--- config.mk ---
export PLATFORM = sky130hd
export DESIGN_NAME = usb_tx_sched_flat
export DESIGN_NICKNAME = d
export VERILOG_FILES = /design/src/rtl/usb_pkg.sv /design/src/rtl/usb_tx_sched_if.sv /design/src/rtl/usb_sched_timer.sv /design/src/rtl/usb_tx_sched.sv /design/src/flat_wrapper.sv
export SDC_FILE = /design/constraint.sdc
export NUM_CORES = 1
export LEC_CHECK = 0
export ABC_AREA = 1
export BUFFER_PORTS_ARGS = -buffer_cell sky130_fd_sc_hd__buf_2
export CORE_MARGIN = 3
export CORE_UTILIZATION = 36
export CTS_BUF_LIST = sky130_fd_sc_hd__clkbuf_4 sky130_fd_sc_hd__clkbuf_8
export DETAILED_ROUTE_END_ITERATION = 10
export SYNTH_ARGS = -nofsm -noshare
export SYNTH_HDL_FRONTEND = slang
export SYNTH_SLANG_ARGS = --single-unit
--- constraint.sdc ---
create_clock -name clk -period 4.3 [get_ports clk]
set_input_delay 0.645 -clock clk [delete_from_list [all_inputs] [get_ports clk]]
set_output_delay 0.645 -clock clk [all_outputs]
set_load 0.05 [all_outputs]
--- src/rtl/usb_pkg.sv ---
// Shared USB transmit-path types: packet select codes, handshake PID encoding
// and default scheduler timeouts.
package usb_pkg;

   typedef enum logic [2:0] {
      OUT     = 3'd0,
      IN      = 3'd1,
      DATA0   = 3'd2,
      DATA1   = 3'd3,
      ACK     = 3'd4,
      NAK     = 3'd5,
      STALL   = 3'd6,
      TX_NONE = 3'd7
   } tx_packet_t;

   typedef enum logic [1:0] {
      HS_ACK       = 2'd0,
      HS_NAK       = 2'd1,
      HS_STALL     = 2'd2,
      HS_STALL_ALT = 2'd3
   } hs_pid_t;

   localparam int unsigned DEF_START_TO   = 32'd32;
   localparam int unsigned DEF_ACK_TO     = 32'd200;
   localparam int unsigned DEF_GAP_CYCLES = 32'd16;

   // Unknown handshake codes fall back to STALL so the host never sees a bogus ACK.
   function automatic tx_packet_t hs_to_packet(input logic [1:0] pid);
      tx_packet_t pkt;
      case (hs_pid_t'(pid))
         HS_ACK:  pkt = ACK;
         HS_NAK:  pkt = NAK;
         default: pkt = STALL;
      endcase
      return pkt;
   endfunction

   function automatic tx_packet_t data_packet(input logic toggle);
      tx_packet_t pkt;
      if (toggle) begin
         pkt = DATA1;
      end else begin
         pkt = DATA0;
      end
      return pkt;
   endfunction

endpackage

--- src/rtl/usb_tx_sched_if.sv ---
// Request/grant, host-reply and usb_tx signals around the transmit scheduler.
interface usb_tx_sched_if;
   import usb_pkg::*;

   logic       hs_req;
   logic [1:0] hs_pid;
   logic       hs_grant;
   logic       data_req;
   logic       data_grant;
   logic       toggle_clear;
   logic       host_ack;
   logic       host_nak;
   tx_packet_t tx_packet;
   logic       tx_transfer_active;
   logic       tx_error;
   logic       data_toggle;
   logic       sched_busy;
   logic       xfer_done;
   logic       xfer_nak;
   logic       xfer_fail;

   modport slave (
      input  hs_req, hs_pid, data_req, toggle_clear, host_ack, host_nak,
             tx_transfer_active, tx_error,
      output hs_grant, data_grant, tx_packet, data_toggle, sched_busy,
             xfer_done, xfer_nak, xfer_fail
   );

   modport master (
      output hs_req, hs_pid, data_req, toggle_clear, host_ack, host_nak,
             tx_transfer_active, tx_error,
      input  hs_grant, data_grant, tx_packet, data_toggle, sched_busy,
             xfer_done, xfer_nak, xfer_fail
   );

endinterface

--- src/rtl/usb_sched_timer.sv ---
// Shared 16-bit up-counter with synchronous clear and terminal-count compare.
module usb_sched_timer (
   input  logic        clk,
   input  logic        n_rst,
   input  logic        clr_i,
   input  logic [15:0] tc_i,
   output logic        tc_hit_o
);

   logic [15:0] count_q;
   logic [15:0] count_d;

   always_comb begin
      if (clr_i) begin
         count_d = 16'd0;
      end else begin
         count_d = count_q + 16'd1;
      end
   end

   always_ff @(posedge clk) begin
      if (!n_rst) begin
         count_q <= 16'd0;
      end else begin
         count_q <= count_d;
      end
   end

   assign tc_hit_o = (count_q == tc_i);

endmodule

--- src/rtl/usb_tx_sched.sv ---
// Transmit scheduler in front of usb_tx: arbitrates handshake vs data packets,
// owns the data toggle, tracks the host reply and enforces the inter-packet gap.
module usb_tx_sched
   import usb_pkg::*;
#(
   parameter int unsigned START_TO   = DEF_START_TO,
   parameter int unsigned ACK_TO     = DEF_ACK_TO,
   parameter int unsigned GAP_CYCLES = DEF_GAP_CYCLES
) (
   input  logic            clk,
   input  logic            n_rst,
   usb_tx_sched_if.slave   bus
);

   typedef enum logic [2:0] {
      IDLE    = 3'd0,
      ISSUE   = 3'd1,
      ACTIVE  = 3'd2,
      WAIT_HS = 3'd3,
      GAP     = 3'd4
   } state_t;

   localparam logic [15:0] START_TC = 16'(START_TO - 32'd1);
   localparam logic [15:0] ACK_TC   = 16'(ACK_TO - 32'd1);
   localparam logic [15:0] GAP_TC   = 16'(GAP_CYCLES - 32'd1);

   state_t     state_q, state_d;
   tx_packet_t pkt_q, pkt_d;
   tx_packet_t tx_packet_q, tx_packet_d;
   logic       is_data_q, is_data_d;
   logic       err_q, err_d;
   logic       toggle_q, toggle_d;
   logic       hs_grant_q, hs_grant_d;
   logic       data_grant_q, data_grant_d;
   logic       done_q, done_d;
   logic       nak_q, nak_d;
   logic       fail_q, fail_d;
   logic       busy_q, busy_d;
   logic       ack_flip_s;
   logic       state_change_s;
   logic       tc_hit_s;
   logic [15:0] tc_s;

   // Counter restarts on every state entry, so each timed state measures from its own start.
   assign state_change_s = (state_d != state_q);

   usb_sched_timer u_timer (
      .clk      (clk),
      .n_rst    (n_rst),
      .clr_i    (state_change_s),
      .tc_i     (tc_s),
      .tc_hit_o (tc_hit_s)
   );

   always_comb begin
      case (state_q)
         ISSUE:   tc_s = START_TC;
         WAIT_HS: tc_s = ACK_TC;
         GAP:     tc_s = GAP_TC;
         default: tc_s = 16'hFFFF;
      endcase
   end

   always_comb begin
      state_d      = state_q;
      pkt_d        = pkt_q;
      is_data_d    = is_data_q;
      err_d        = err_q;
      tx_packet_d  = TX_NONE;
      hs_grant_d   = 1'b0;
      data_grant_d = 1'b0;
      done_d       = 1'b0;
      nak_d        = 1'b0;
      fail_d       = 1'b0;
      ack_flip_s   = 1'b0;
      case (state_q)
         IDLE: begin
            if (bus.hs_req) begin
               hs_grant_d  = 1'b1;
               pkt_d       = hs_to_packet(bus.hs_pid);
               tx_packet_d = hs_to_packet(bus.hs_pid);
               is_data_d   = 1'b0;
               state_d     = ISSUE;
            end else if (bus.data_req) begin
               data_grant_d = 1'b1;
               pkt_d        = data_packet(toggle_q);
               tx_packet_d  = data_packet(toggle_q);
               is_data_d    = 1'b1;
               state_d      = ISSUE;
            end else begin
               state_d = IDLE;
            end
         end
         ISSUE: begin
            if (bus.tx_transfer_active) begin
               err_d   = 1'b0;
               state_d = ACTIVE;
            end else if (tc_hit_s) begin
               fail_d  = 1'b1;
               state_d = GAP;
            end else begin
               tx_packet_d = pkt_q;
            end
         end
         ACTIVE: begin
            err_d = err_q | bus.tx_error;
            if (bus.tx_transfer_active) begin
               state_d = ACTIVE;
            end else if (err_d) begin
               fail_d  = 1'b1;
               state_d = GAP;
            end else if (!is_data_q) begin
               done_d  = 1'b1;
               state_d = GAP;
            end else begin
               state_d = WAIT_HS;
            end
         end
         WAIT_HS: begin
            // ACK outranks NAK, which outranks the reply timeout.
            if (bus.host_ack) begin
               ack_flip_s = 1'b1;
               done_d     = 1'b1;
               state_d    = GAP;
            end else if (bus.host_nak) begin
               nak_d   = 1'b1;
               state_d = GAP;
            end else if (tc_hit_s) begin
               fail_d  = 1'b1;
               state_d = GAP;
            end else begin
               state_d = WAIT_HS;
            end
         end
         GAP: begin
            if (tc_hit_s) begin
               state_d = IDLE;
            end else begin
               state_d = GAP;
            end
         end
         default: begin
            state_d = IDLE;
         end
      endcase
      toggle_d = bus.toggle_clear ? 1'b0 : (toggle_q ^ ack_flip_s);
      busy_d   = (state_d != IDLE);
   end

   always_ff @(posedge clk) begin
      if (!n_rst) begin
         state_q      <= IDLE;
         pkt_q        <= TX_NONE;
         tx_packet_q  <= TX_NONE;
         is_data_q    <= 1'b0;
         err_q        <= 1'b0;
         toggle_q     <= 1'b0;
         hs_grant_q   <= 1'b0;
         data_grant_q <= 1'b0;
         done_q       <= 1'b0;
         nak_q        <= 1'b0;
         fail_q       <= 1'b0;
         busy_q       <= 1'b0;
      end else begin
         state_q      <= state_d;
         pkt_q        <= pkt_d;
         tx_packet_q  <= tx_packet_d;
         is_data_q    <= is_data_d;
         err_q        <= err_d;
         toggle_q     <= toggle_d;
         hs_grant_q   <= hs_grant_d;
         data_grant_q <= data_grant_d;
         done_q       <= done_d;
         nak_q        <= nak_d;
         fail_q       <= fail_d;
         busy_q       <= busy_d;
      end
   end

   assign bus.hs_grant    = hs_grant_q;
   assign bus.data_grant  = data_grant_q;
   assign bus.tx_packet   = tx_packet_q;
   assign bus.data_toggle = toggle_q;
   assign bus.sched_busy  = busy_q;
   assign bus.xfer_done   = done_q;
   assign bus.xfer_nak    = nak_q;
   assign bus.xfer_fail   = fail_q;

endmodule

--- src/flat_wrapper.sv ---
// flat-port wrapper written by rule: the top's interface ports become plain ports
module usb_tx_sched_flat import usb_pkg::*;
#(
   parameter int unsigned START_TO   = DEF_START_TO,
   parameter int unsigned ACK_TO     = DEF_ACK_TO,
   parameter int unsigned GAP_CYCLES = DEF_GAP_CYCLES
)
  (clk, n_rst, bus_hs_req, bus_hs_pid, bus_data_req, bus_toggle_clear, bus_host_ack, bus_host_nak, bus_tx_transfer_active, bus_tx_error, bus_hs_grant, bus_data_grant, bus_tx_packet, bus_data_toggle, bus_sched_busy, bus_xfer_done, bus_xfer_nak, bus_xfer_fail);
  usb_tx_sched_if bus_i ();
  input  logic clk;
  input  logic n_rst;
  input wire logic [$bits(bus_i.hs_req)-1:0] bus_hs_req;
  input wire logic [$bits(bus_i.hs_pid)-1:0] bus_hs_pid;
  input wire logic [$bits(bus_i.data_req)-1:0] bus_data_req;
  input wire logic [$bits(bus_i.toggle_clear)-1:0] bus_toggle_clear;
  input wire logic [$bits(bus_i.host_ack)-1:0] bus_host_ack;
  input wire logic [$bits(bus_i.host_nak)-1:0] bus_host_nak;
  input wire logic [$bits(bus_i.tx_transfer_active)-1:0] bus_tx_transfer_active;
  input wire logic [$bits(bus_i.tx_error)-1:0] bus_tx_error;
  output wire logic [$bits(bus_i.hs_grant)-1:0] bus_hs_grant;
  output wire logic [$bits(bus_i.data_grant)-1:0] bus_data_grant;
  output wire logic [$bits(bus_i.tx_packet)-1:0] bus_tx_packet;
  output wire logic [$bits(bus_i.data_toggle)-1:0] bus_data_toggle;
  output wire logic [$bits(bus_i.sched_busy)-1:0] bus_sched_busy;
  output wire logic [$bits(bus_i.xfer_done)-1:0] bus_xfer_done;
  output wire logic [$bits(bus_i.xfer_nak)-1:0] bus_xfer_nak;
  output wire logic [$bits(bus_i.xfer_fail)-1:0] bus_xfer_fail;
  assign bus_i.hs_req = bus_hs_req;
  assign bus_i.hs_pid = bus_hs_pid;
  assign bus_i.data_req = bus_data_req;
  assign bus_i.toggle_clear = bus_toggle_clear;
  assign bus_i.host_ack = bus_host_ack;
  assign bus_i.host_nak = bus_host_nak;
  assign bus_i.tx_transfer_active = bus_tx_transfer_active;
  assign bus_i.tx_error = bus_tx_error;
  assign bus_hs_grant = bus_i.hs_grant;
  assign bus_data_grant = bus_i.data_grant;
  assign bus_tx_packet = bus_i.tx_packet;
  assign bus_data_toggle = bus_i.data_toggle;
  assign bus_sched_busy = bus_i.sched_busy;
  assign bus_xfer_done = bus_i.xfer_done;
  assign bus_xfer_nak = bus_i.xfer_nak;
  assign bus_xfer_fail = bus_i.xfer_fail;
  usb_tx_sched #(.START_TO(START_TO), .ACK_TO(ACK_TO), .GAP_CYCLES(GAP_CYCLES)) u_core (.clk(clk), .n_rst(n_rst), .bus(bus_i));
endmodule
==> impl_metrics.json <==
{
  "worstReg2RegEnd": "u_core.u_timer.count_q[4]$_SDFF_PP0_",
  "drt-total-wl_um": 3426,
  "insertion_delay_ns": 0.28,
  "r2r_cells": 14,
  "synth_xor_area_share_pct": 6.293,
  "cts_tree": "done",
  "final_cells": 326,
  "final_core_util_pct": 44.03,
  "tightest_slew_ns": 0.5173,
  "cts_resized": 0,
  "drv_cap": 0,
  "dieArea_um2": 5912,
  "ff2ff_setup_slack_ns": 2.18,
  "place_area_um2": 1969,
  "postCtsSetupBuffers": 0,
  "cp_cell_sequence": "inv_2 > nand3_2 > inv_2 > nor2_4 > nand2_2 > nand2_2 > nor2_2 > nand2_4 > nand2_2 > nand3_1 > nand2_1 > nor2_4 > nand3_4 > nor2_1",
  "die_x_um": 76.89,
  "finalSetupViolations": 0,
  "via_count": 1456,
  "post-route-period-util_pct": 49.35,
  "layout-drive-gt1-share_pct": 25.48,
  "overflow": 0,
  "vias_per_cell": 4.466,
  "hold_viol": 0,
  "die_y_um": 76.89,
  "grt_busiest_layer": "met2",
  "max_slew_margin_pct": 65.25,
  "critPathMaxStageDelay_ns": 0.46,
  "wl_per_cell_um": 10.51,
  "holdPathStages": 2,
  "synth_compound_area_share_pct": 8.091,
  "synthCells": 233,
  "yosysSeqAreaShare_pct": 37.62,
  "synth-simple-area-share_pct": 38.52,
  "nets": 270,
  "status": "finished, final reports clean",
  "fin_skew_ns": 0.007661,
  "reg2reg_from": "u_core.state_q[2]$_SDFF_PN0_",
  "crit_path_end_kind": "flip-flop",
  "synth_area_um2": 1809,
  "crit_type": "flip-flop to flip-flop",
  "area.growth.synth_to_final_pct": 16.46,
  "yosys.area.top_type_share_pct": 37.62,
  "fmax_mhz": 471.3,
  "synth_seq_cells": 34,
  "avgSynthCellArea_um2": 7.765,
  "boundaryPins": 21,
  "p_leak_nw": 0.8580,
  "fin_hold_ws_ns": 0.4627,
  "start_kind": "flip-flop",
  "grt_pass1_vias": 1369,
  "peakVddDrop_v": 0.0001925,
  "synth_top_family_by_area": "simple AND/OR/NAND/NOR gates",
  "crit_arrival_ns": 2.33,
  "grt_use_met2_pct": 19.16,
  "gp_congestion": 0.7478,
  "rsz0062_at_grt": "false",
  "yosys.area_share.adder_pct": 0.6916,
  "nFillCells": 484,
  "yosysUniqueCellTypes": 32,
  "dpl.cell_count": 318,
  "clockBufferDepth": 2,
  "insertedDiodeCount": 0,
  "ant_nets": 0,
  "setup-tns-final_ns": 0,
  "track_usage_pct": 12.74,
  "row_count": 25,
  "drt_iter0_markers": 33,
  "core-area_um2": 4786,
  "critPathMaxFanout": 16,
  "fin_area_um2": 2107,
  "clkSlewWorstSetupHoldPaths_ns": 0.07,
  "start_util_pct": 37.80,
  "hold_start": "u_core.pkt_q[1]$_SDFFE_PN1P_",
  "final-max-slew-violation-count": 0,
  "cts-htree-levels": 2,
  "critPathLaunch": "u_core.state_q[2]$_SDFF_PN0_",
  "dp_hpwl_um": 2642,
  "pwr_density_cell_nw_per_um2": 396.8,
  "grt_max_degree": 17,
  "cp_common_cell": "nand2_2",
  "cp.required_ns": 4.51,
  "muxShareOfSynthArea_pct": 0,
  "yosys_warnings": 0,
  "grt_pass1_wl_um": 6078,
  "drc": 0,
  "antenna_found_initial": 0,
  "firstDrtPassIters": 4,
  "grt_use_met1_pct": 17.45,
  "min_period_ns": 2.122,
  "cts_sinks": 34,
  "synth_top_area_cell": "dfxtp_1",
  "numPortBuffers": 20,
  "synth_fp_nets": 245,
  "synth_area_leaders": "dfxtp_1 38%, nor2_4 8.1%, nor2_1 7.1%",
  "root_buffer": "clkbuf_8",
  "cts_made_buffers": 5,
  "min_to": "u_core.pkt_q[1]$_SDFFE_PN1P_",
  "hold_class": "flip-flop to flip-flop",
  "cts-hold-fix-buffers": 0,
  "grt_util_met3_pct": 3.169,
  "cp_slowest_cell": "dfxtp_1"
}
cells in the mapped netlist:
library cell and instances:
a211oi_1 1, nor4_1 1, nor2_1 34, inv_2 4, xnor2_1 5, o31ai_1 3
nor3_1 5, and3_2 1, nand3_4 1, nand4_1 3, o21ai_0 8, o21a_1 1
nand2_2 9, nor2_2 2, a31oi_1 1, nor2_4 13, dfxtp_1 34, nand2_1 29
nand2_4 3, a22oi_1 1, nand3_1 17, ha_1 1, nand3_2 3, buf_12 1
a41oi_1 1, clkbuf_1 1, nand3b_1 2, a21oi_1 6, xor2_1 8, inv_1 32
or2_2 1, a21oi_4 1
state kept, by name, summed over array words and instances, names as in the netlist, 3 cells and up:
| name | cells |
|---|---|
| u_core.state_q | 3 |
| u_core.pkt_q | 3 |
| u_core.u_timer.count_q | 16 |
| u_core.bus.tx_packet | 3 |
worst max-delay path by stage:
stage / to / depth (start not counted)
after floorplan: u_core.u_timer.count_q[14]$_SDFF_PP0_ / 10
after global placement: u_core.u_timer.count_q[1]$_SDFF_PP0_ / 8
after detailed placement: u_core.u_timer.count_q[6]$_SDFF_PP0_ / 8
after CTS: u_core.u_timer.count_q[6]$_SDFF_PP0_ / 10
after global routing: u_core.u_timer.count_q[14]$_SDFF_PP0_ / 10
final: u_core.u_timer.count_q[4]$_SDFF_PP0_ / 14
per-layer routing:
| layer | routed length (um) | vias to the layer above |
|---|---|---|
| met5 | 0 | - |
| met4 | 58 | 0 |
| met3 | 92 | 4 |
| met2 | 1472 | 15 |
| met1 | 1803 | 649 |
| li1 | - | 788 |
worst max-delay path: cells and delay by family, from the launching register on:
| kind | cells | cell delay [ns] |
|---|---|---|
| buffers and inverters | 2 | 0.19 |
| flip-flops | 1 | 0.46 |
| AND/OR/NAND/NOR | 12 | 1.39 |
through the flow:
stage                     setup WS, ns  total power, mW
after floorplan                  2.485           0.4668
after global placement           2.141           0.4919
after detailed placement         2.076           0.4926
after CTS                        2.164           0.8431
after global routing             1.921           0.8741
final                            2.178           0.8360
area by class of cell:
class	count	area (um^2)	share of cell area, %
clock buffers	5	68.82	3.266
clock inverters	3	68.82	3.266
inverters	36	135.1	6.413
multi-input cells	161	969.7	46.02
flip-flops and latches	34	680.7	32.30
well taps	67	83.83	3.979
repair buffers	20	100.1	4.751
power breakdown:
part           switching [mW]  total (mW)  leakage, nW  internal [mW]
Combinational           0.103       0.142        0.513         0.0386
Sequential             0.0109       0.343        0.277          0.333
Clock                   0.119       0.351       0.0683          0.232
Total                   0.233       0.836        0.858          0.603
cells by family after synthesis:
family / Yosys count
compound gates: 23
xor+xnor: 13
fa+ha+maj: 1
buf+inv: 38
flops: 34
simple gates: 124
placed cells by master (no fill, tap or decap), types with 2 or more instances in the layout:
cell | netlist | layout
nand2_2 | 9 | 9
inv_2 | 4 | 4
bufinv_16 | 0 | 2
nor2_1 | 34 | 34
nand3b_1 | 2 | 2
nor3_1 | 5 | 5
o31ai_1 | 3 | 3
clkbuf_8 | 0 | 5
nand4_1 | 3 | 3
buf_2 | 0 | 20
nor2_4 | 13 | 13
xnor2_1 | 5 | 5
nand3_2 | 3 | 3
xor2_1 | 8 | 8
o21ai_0 | 8 | 8
a21oi_1 | 6 | 6
nand2_1 | 29 | 29
dfxtp_1 | 34 | 34
nand2_4 | 3 | 3
nor2_2 | 2 | 2
inv_1 | 32 | 32
nand3_1 | 17 | 17
Power figures use the tool's default switching activity.
